<file path="src/rtl/cpu_pkg.sv">
// Shared CPU constants: register-file op codes, bank geometry and requester ids.
package cpu_pkg;

  localparam int unsigned NREG = 8;
  localparam int unsigned DW   = 16;

  localparam logic [1:0] OpIdle = 2'b00;
  localparam logic [1:0] OpLoad = 2'b01;
  localparam logic [1:0] OpInc  = 2'b11;

  typedef enum logic {
    ReqA = 1'b0,
    ReqB = 1'b1
  } req_id_e;

  function automatic logic op_is_valid(logic [1:0] op);
    return (op == OpLoad) || (op == OpInc);
  endfunction

endpackage

</file>
<file path="src/rtl/regsel_decode.sv">
// Register index to one-hot write enable, with an out-of-range flag for partial banks.
module regsel_decode #(
  parameter int unsigned NREG = 8
) (
  input  logic [$clog2(NREG)-1:0] dst,
  input  logic                    valid,
  output logic [NREG-1:0]         selection,
  output logic                    out_of_range
);

  localparam int unsigned IdxW = $clog2(NREG);

  // A power-of-two bank cannot be addressed out of range.
  if (NREG == (1 << IdxW)) begin : g_full
    assign out_of_range = 1'b0;
  end else begin : g_part
    assign out_of_range = (32'(dst) >= NREG);
  end

  always_comb begin
    selection = '0;
    for (int i = 0; i < NREG; i++) begin
      if (valid && !out_of_range && (dst == IdxW'(i))) begin
        selection[i] = 1'b1;
      end
    end
  end

endmodule

</file>
<file path="src/rtl/reg_write_arbiter.sv">
// Round-robin arbiter sharing the register-file write path between writeback (A) and load (B).
module reg_write_arbiter #(
  parameter int unsigned NREG = 8,
  parameter int unsigned DW   = 16
) (
  input  logic                    clk,
  input  logic                    rst,
  input  logic                    req_a,
  input  logic [1:0]              op_a,
  input  logic [$clog2(NREG)-1:0] dst_a,
  input  logic [DW-1:0]           data_a,
  output logic                    gnt_a,
  input  logic                    req_b,
  input  logic [1:0]              op_b,
  input  logic [$clog2(NREG)-1:0] dst_b,
  input  logic [DW-1:0]           data_b,
  output logic                    gnt_b,
  output logic [1:0]              sm_op,
  output logic [NREG-1:0]         selection,
  output logic [DW-1:0]           data_bus,
  output logic                    busy,
  output logic                    err
);

  import cpu_pkg::*;

  localparam int unsigned IdxW = $clog2(NREG);

  logic            gnt_a_q, gnt_a_d, gnt_b_q, gnt_b_d;
  logic [1:0]      sm_op_q, sm_op_d;
  logic [NREG-1:0] sel_q, sel_d;
  logic [DW-1:0]   data_q, data_d;
  logic            err_q, err_d;
  req_id_e         last_q, last_d;

  logic            elig_a, elig_b, pick_a, pick_b, pick_any;
  logic [1:0]      win_op;
  logic [IdxW-1:0] win_dst;
  logic [DW-1:0]   win_data;
  logic            win_op_ok, win_ok;
  logic [NREG-1:0] dec_sel;
  logic            dec_oor;

  // A requester granted this cycle sits out the next arbitration so it can drop req.
  assign elig_a   = req_a && !gnt_a_q;
  assign elig_b   = req_b && !gnt_b_q;
  assign pick_a   = elig_a && (!elig_b || (last_q == ReqB));
  assign pick_b   = elig_b && !pick_a;
  assign pick_any = pick_a || pick_b;

  assign win_op    = pick_a ? op_a   : op_b;
  assign win_dst   = pick_a ? dst_a  : dst_b;
  assign win_data  = pick_a ? data_a : data_b;
  assign win_op_ok = op_is_valid(win_op);
  assign win_ok    = win_op_ok && !dec_oor;

  regsel_decode #(
    .NREG(NREG)
  ) u_regsel_decode (
    .dst          (win_dst),
    .valid        (pick_any && win_op_ok),
    .selection    (dec_sel),
    .out_of_range (dec_oor)
  );

  always_comb begin
    gnt_a_d = 1'b0;
    gnt_b_d = 1'b0;
    sm_op_d = OpIdle;
    sel_d   = '0;
    data_d  = data_q;
    err_d   = err_q;
    last_d  = last_q;
    if (pick_any) begin
      gnt_a_d = pick_a;
      gnt_b_d = pick_b;
      last_d  = pick_a ? ReqA : ReqB;
      if (win_ok) begin
        sm_op_d = win_op;
        sel_d   = dec_sel;
        data_d  = (win_op == OpLoad) ? win_data : '0;
      end else begin
        // Malformed request is consumed but never reaches the bank.
        data_d = '0;
        err_d  = 1'b1;
      end
    end
  end

  always_ff @(posedge clk or posedge rst) begin
    if (rst) begin
      gnt_a_q <= 1'b0;
      gnt_b_q <= 1'b0;
      sm_op_q <= OpIdle;
      sel_q   <= '0;
      data_q  <= '0;
      err_q   <= 1'b0;
      last_q  <= ReqB;
    end else begin
      gnt_a_q <= gnt_a_d;
      gnt_b_q <= gnt_b_d;
      sm_op_q <= sm_op_d;
      sel_q   <= sel_d;
      data_q  <= data_d;
      err_q   <= err_d;
      last_q  <= last_d;
    end
  end

  assign gnt_a     = gnt_a_q;
  assign gnt_b     = gnt_b_q;
  assign sm_op     = sm_op_q;
  assign selection = sel_q;
  assign data_bus  = data_q;
  assign busy      = |sel_q;
  assign err       = err_q;

endmodule

</file>
<file path="config.mk">
export PLATFORM = sky130hd
export DESIGN_NAME = reg_write_arbiter
export DESIGN_NICKNAME = d
export VERILOG_FILES = /design/src/rtl/cpu_pkg.sv /design/src/rtl/regsel_decode.sv /design/src/rtl/reg_write_arbiter.sv
export SDC_FILE = /design/constraint.sdc
export NUM_CORES = 1
export LEC_CHECK = 0
export ABC_AREA = 1
export BUFFER_PORTS_ARGS = -buffer_cell sky130_fd_sc_hd__buf_2
export CAP_MARGIN = 10
export CORE_UTILIZATION = 50
export CTS_BUF_LIST = sky130_fd_sc_hd__clkbuf_8
export DETAILED_ROUTE_END_ITERATION = 10
export GPL_TIMING_DRIVEN = 0
export HOLD_SLACK_MARGIN = 0.06
export PLACE_DENSITY_LB_ADDON = 0.08
export SYNTH_ARGS = -nofsm -noshare
export SYNTH_HDL_FRONTEND = slang
export SYNTH_HIERARCHICAL = 1
export SYNTH_SLANG_ARGS = --single-unit
</file>
<file path="constraint.sdc">
create_clock -name clk -period 2.6 [get_ports clk]
set_clock_uncertainty 0.1 [all_clocks]
set_input_delay 0.39 -clock clk [delete_from_list [all_inputs] [get_ports clk]]
set_output_delay 0.39 -clock clk [all_outputs]
set_load 0.03 [all_outputs]
</file>
* Word level (Yosys, flattened, before mapping)
Cells that the tools add are included.
** Storage, ports and cells
- Output and inout bits :: 30
- Flip-flop bits (word level) :: 30
** Cells by class
- Multiplexer cells :: 20
- Reductions and logical operators :: 23
- Bitwise logic cells :: 1
- Equality and inequality tests :: 9
** Operator list (count)
- $mux W16 :: 3
- $mux W8 :: 2
- $logic_and A1 B1 Y1 :: 13
- $eq A3 B3 Y1 const B :: 4
- $mux W1 :: 11
- $reduce_or A8 Y1 :: 1
- $eq A3 B2 Y1 const B :: 2
- $mux W2 :: 3
- $logic_not A1 Y1 :: 4
- $eq A3 B1 Y1 const B :: 1
- $logic_not A3 Y1 :: 1
- $logic_or A1 B1 Y1 :: 3
- $mux W3 :: 1
- $eq A2 B1 Y1 const B :: 1
- $eq A2 B2 Y1 const B :: 1
- $reduce_and A2 Y1 :: 1
- $not A1 Y1 :: 1

* Logic depth before layout (Yosys ltp)
- Word-level depth :: 13
- Gate-level depth with buffers :: 12
- Depth with buffers taken out :: 11

* Modules after synthesis
The synthesis kept the hierarchy.
** By module, submodules not included
- reg_write_arbiter :: area each 1711.6 um^2, seq. area each 752.0 um^2, instances 1, cells each 214
- regsel_decode :: area each 75.1 um^2, seq. area each 0.0 um^2, instances 1, cells each 19

* Least setup slack after synthesis
No wires, ideal clock.
- Kind :: register to register
- Start point :: register gnt_a_q, in the netlist gnt_a
- End point :: register sel_q[4], in the netlist selection[4]
- Data arrival time :: 1.583 ns
- Setup slack :: 0.846 ns
- Cell stages (with the launch flop) :: 11
- Required time :: 2.429 ns
- Cells stage by stage :: dfrtp_1 > nor2_4 > inv_1 > nand2_4 > buf_2 > inv_1 > a21oi_1 > nand2_1 > nor2_1 > inv_1 > nor2_1
** Between the ends
- Cells in the longest elaborated chain, start to end :: 11
- Elaborated cells on any way between the ends :: 17
** RTL lines
- from (decl) :: RTL line reg_write_arbiter.sv:29 : logic gnt_a_q, gnt_a_d, gnt_b_q, gnt_b_d;
- from (signal assigned) :: RTL line reg_write_arbiter.sv:100 : gnt_a_q <= gnt_a_d;
- $logic_not A1 Y1 * :: RTL line reg_write_arbiter.sv:45 : assign elig_a = req_a && !gnt_a_q;
- $logic_and A1 B1 Y1 * :: RTL line reg_write_arbiter.sv:45
- $logic_and A1 B1 Y1 * :: RTL line reg_write_arbiter.sv:47 : assign pick_a = elig_a && (!elig_b || (last_q == ReqB));
- $mux W2 or $logic_not A1 Y1 (tied branches) :: RTL line reg_write_arbiter.sv:51, reg_write_arbiter.sv:48
- $eq A2 B1 Y1, or another cell as far along :: RTL line cpu_pkg.sv:17 : return (op == OpLoad) || (op == OpInc);
- $logic_or A1 B1 Y1 (on tied branches) :: RTL line cpu_pkg.sv:17, reg_write_arbiter.sv:49
- $logic_and A1 B1 Y1 :: RTL line reg_write_arbiter.sv:61 : .valid (pick_any && win_op_ok),
- $logic_and A1 B1 Y1 * :: RTL line regsel_decode.sv:23 : if (valid && !out_of_range && (dst == IdxW'(i))) begin
- $mux W1 * :: RTL line regsel_decode.sv:23
- net dec_sel[4] :: RTL line reg_write_arbiter.sv:41 : logic [NREG-1:0] dec_sel;
- $mux W8 * :: RTL line reg_write_arbiter.sv:78 : if (win_ok) begin
- $mux W8 * :: RTL line reg_write_arbiter.sv:74 : if (pick_any) begin
- net sel_d[4] :: RTL line reg_write_arbiter.sv:31 : logic [NREG-1:0] sel_q, sel_d;
- to (signal assigned) :: RTL line reg_write_arbiter.sv:103 : sel_q <= sel_d;
- to (decl) :: RTL line reg_write_arbiter.sv:31
Mark *: on every way through the listed nets, which the timed path passes. The rest lies on a longest branch.
A chain may end at the register's enable or synchronous reset.

* Worst setup path after layout
- Start point :: register gnt_a_q, in the netlist gnt_a
- End point :: register sel_q[6], in the netlist selection[6]
Same word-level chain as after synthesis.

==> reports/metrics.yaml <==
yosys:
  synth_compound_area_share_pct: 10.08
  ys_ff_latch: 30
  synth_area_leaders: "dfrtp_1, nand2_1, nand3_1"
  yosysTopAreaCellShare_pct: 40.62
  syn-num-nets: 279
  synth-xor-area-share_pct: 0
  synth-adder-area-share_pct: 0
  syn-mean-instance-area_sq_um: 7.668
  yosys.area_share.simple_pct: 33.89
  synth_warnings: 6
  synthMuxAreaShare_pct: 0
  synth_cells: 233
  synth_top_family_by_area: "simple AND/OR/NAND/NOR gates"
  netlist_area_sq_um: 1787
  yosysSeqAreaShare_pct: 42.09
  synth.distinct_cells: 21
  yosys.area.top_type: "dfrtp_1"
worst_setup_path:
  rr_worst_depth: 10
  worstSetupPathType: "reg -> reg"
  endpoint_kind: "flop"
  cp.required_ns: 2.71
  cp_cell_sequence: "nor2_4 -> inv_1 -> nand2_4 -> buf_2 -> inv_1 -> a21oi_1 -> nand2_1 -> nor2_1 -> inv_1 -> nor2_1"
  cpMostUsedCell: "inv_1"
  cp_top_family: "simple AND/OR/NAND/NOR gates"
  r2r-end: "selection[6]$_DFF_PP0_"
  r2r-start: "gnt_a$_DFF_PP0_"
  cp-start-kind: "flop"
  arrival_ns: 1.99
  cpMaxStageDelayCell: "dfrtp_1"
  path_max_fanout: 10
  critPathBufInv: 4
  max_stage_delay_ns: 0.40
  r2r_slack_ns: 0.72
timing:
  fmax_ghz: 0.5310
  min_period_ns: 1.883
  setup_slack_ns: 0.7168
  timing.final.crit_share_pct: 72.43
  fin_tns_setup_ns: 0
  holdWs_ns: 0.3383
  finalSetupViolCount: 0
  finalHoldViolCount: 0
  report.final.slew_viol_count: 0
  rsz0062_at_grt: "false"
final_layout:
  drive_gt1_share_pct: 36.48
  area_growth_pct: 31.65
  final-instance-count-excl-fill: 364
  nNetsFinal: 363
  antenna_cells: 0
power:
  p_leak_nw: 1.340
  pwr-share-clk_pct: 30.2
  p_comb_share_pct: 30.9
  power.internal_mw: 0.8489
  powerDensity_nw_per_um2: 553.8
  switchingPower_mw: 0.4538
  pwr-share-seq_pct: 38.8
  ir_worst_vdd_uv: 362.3
  sw_frac_of_total_pct: 34.83
grt:
  grt_pass1_vias: 1476
  grt_max_degree: 31
  grt_usage_pct: 23.48
  grt_pass1_wl_microns: 6348
  antenna_found_initial: 0
  grt-ovfl-total: 0
die:
  row_count: 21
  die_w_microns: 61.78
  fp.dieH_microns: 61.78
  core_sq_um: 3390
  start_util_pct: 52.71
  dieArea_sq_um: 3817
  ios: 76
clock_tree:
  post_cts_resized: 0
  root_buffer: "clkbuf_8"
  cts_sinks: 30
  clockBufferDepth: 2
  htreeDepth: 2
  numCtsBuffers: 5
  clk_pin_slew_ns: 0.07
  cts_tree: "yes"
  clock_latency_ns: 0.28
min_path:
  hp-class: "in -> reg"
  hold_path_depth: 3
  hold_end: "gnt_b$_DFF_PP0_"
  min_from: "req_b"
placement:
  dp_hpwl_microns: 2946
  io_buffers: 75
  pre_cts_ws_ns: 0.6492
  dpl.cell_count: 354
  gp_congestion: 0.7327
detailed_routing:
  routed_via_density: 4.695
  drtIter0Drc: 75
  drc_errors: 0
  via_count: 1709
  routedWlPerCell_microns: 11.22
  ant_nets: 0
  wl_microns: 4083
  first_pass_iters: 4
flow_run:
  drv_cap: 0
status:
  outcome: "completed"
worst max path at each step:
| stage | startpoint | endpoint | slack (ns) | cells after the start |
|---|---|---|---|---|
| final | gnt_a$_DFF_PP0_ | selection[6]$_DFF_PP0_ | 0.72 | 10 |
| after global placement | req_a | selection[7]$_DFF_PP0_ | 0.66 | 12 |
| after CTS | gnt_a$_DFF_PP0_ | selection[7]$_DFF_PP0_ | 0.74 | 10 |
| after floorplan | gnt_a$_DFF_PP0_ | selection[4]$_DFF_PP0_ | 0.85 | 10 |
| after detailed placement | req_a | selection[4]$_DFF_PP0_ | 0.65 | 12 |
| after global routing | gnt_a$_DFF_PP0_ | selection[6]$_DFF_PP0_ | 0.43 | 10 |
sequential cells by signal (all words and copies together) (netlist names):
name and count:
last_q 1, data_bus 16, selection 8, gnt_a 1
gnt_b 1, err 1, sm_op 2
layer usage:
metal | vias to the layer above | track usage (%) | wire, microns
met3 | 5 | 6.832 | 188
met5 | - | 0 | 0
li1 | 880 | - | -
met4 | 0 | 6.667 | 42
met2 | 53 | 41.01 | 2025
met1 | 771 | 28.16 | 1826
cell usage after synthesis, drive strengths merged:
master and count:
nand2 56, inv 40, nand3 36, nor2 35, dfrtp 29, o21bai 17, buf 12, a21oi 2
nor4 2, conb 1, dfstp 1, nand4 1, o21ai 1
cell usage in the layout (no fill, tap or decap):
master         synthesis  final
inv_1                 40     40
nand3_4                1      1
dfrtp_1               29     29
nand3_1               33     33
conb_1                 1      1
o21ai_0                1      1
dlygate4sd3_1          0      1
nor2_4                 1      1
buf_2                  4     79
nor4_1                 2      2
nand2_4                2      2
a21oi_1                2      2
clkinv_2               0      1
o21bai_1               7      7
buf_6                  4      4
clkbuf_8               0      6
clkinvlp_4             0      1
nor2_1                34     34
buf_16                 0      1
nand3_2                2      2
nand2_2                2      2
buf_4                  4      4
dfstp_2                1      1
nand2_1               52     52
o21bai_2              10     10
nand4_4                1      1
cell type report:
class | instances | area [sq um]
Clock buffer | 6 | 82.58
Timing Repair Buffer | 77 | 412.9
Fill cell | 309 | 1037
Inverter | 40 | 150.1
Tap cell | 46 | 57.56
Clock inverter | 2 | 12.51
Sequential cell | 30 | 752.0
Buffer | 12 | 95.09
Multi-Input combinational cell | 151 | 789.5
per-stage QoR:
stage | power, mW | util, % | area (sq um)
after floorplan | 0.8008 | - | 1787
after global placement | 0.9078 | 65.49 | 2220
after detailed placement | 0.9129 | 65.49 | 2220
after CTS | 1.305 | 68.29 | 2315
after global routing | 1.383 | 69.40 | 2352
final | 1.303 | 69.40 | 2352
logic make-up after synthesis:
family	count (synthesis)
AND/OR/NAND/NOR	130
buffers and inverters	52
flip-flops	30
AO/OA/AOI/OAI	20
other	1
power groups by stage:
| stage | clock network [mW] | registers, mW | logic, mW |
|---|---|---|---|
| floorplan | 0 | 0.554 | 0.247 |
| global route | 0.423 | 0.509 | 0.451 |
| finish | 0.394 | 0.506 | 0.403 |
| CTS | 0.399 | 0.506 | 0.400 |
| global placement | 0 | 0.514 | 0.394 |
| detailed placement | 0 | 0.515 | 0.398 |
timing repair:
item,4_1_cts,5_1_grt
hold endpoints to repair,0,5
buffers inserted,0,0
setup endpoints to repair,0,0
hold buffers,0,1
worst min-delay path, cell delays in order:
cell	delay, ns
buf_2	0.11
nand2_1	0.12
nor2_1	0.06
Power figures use the tool's default switching activity.
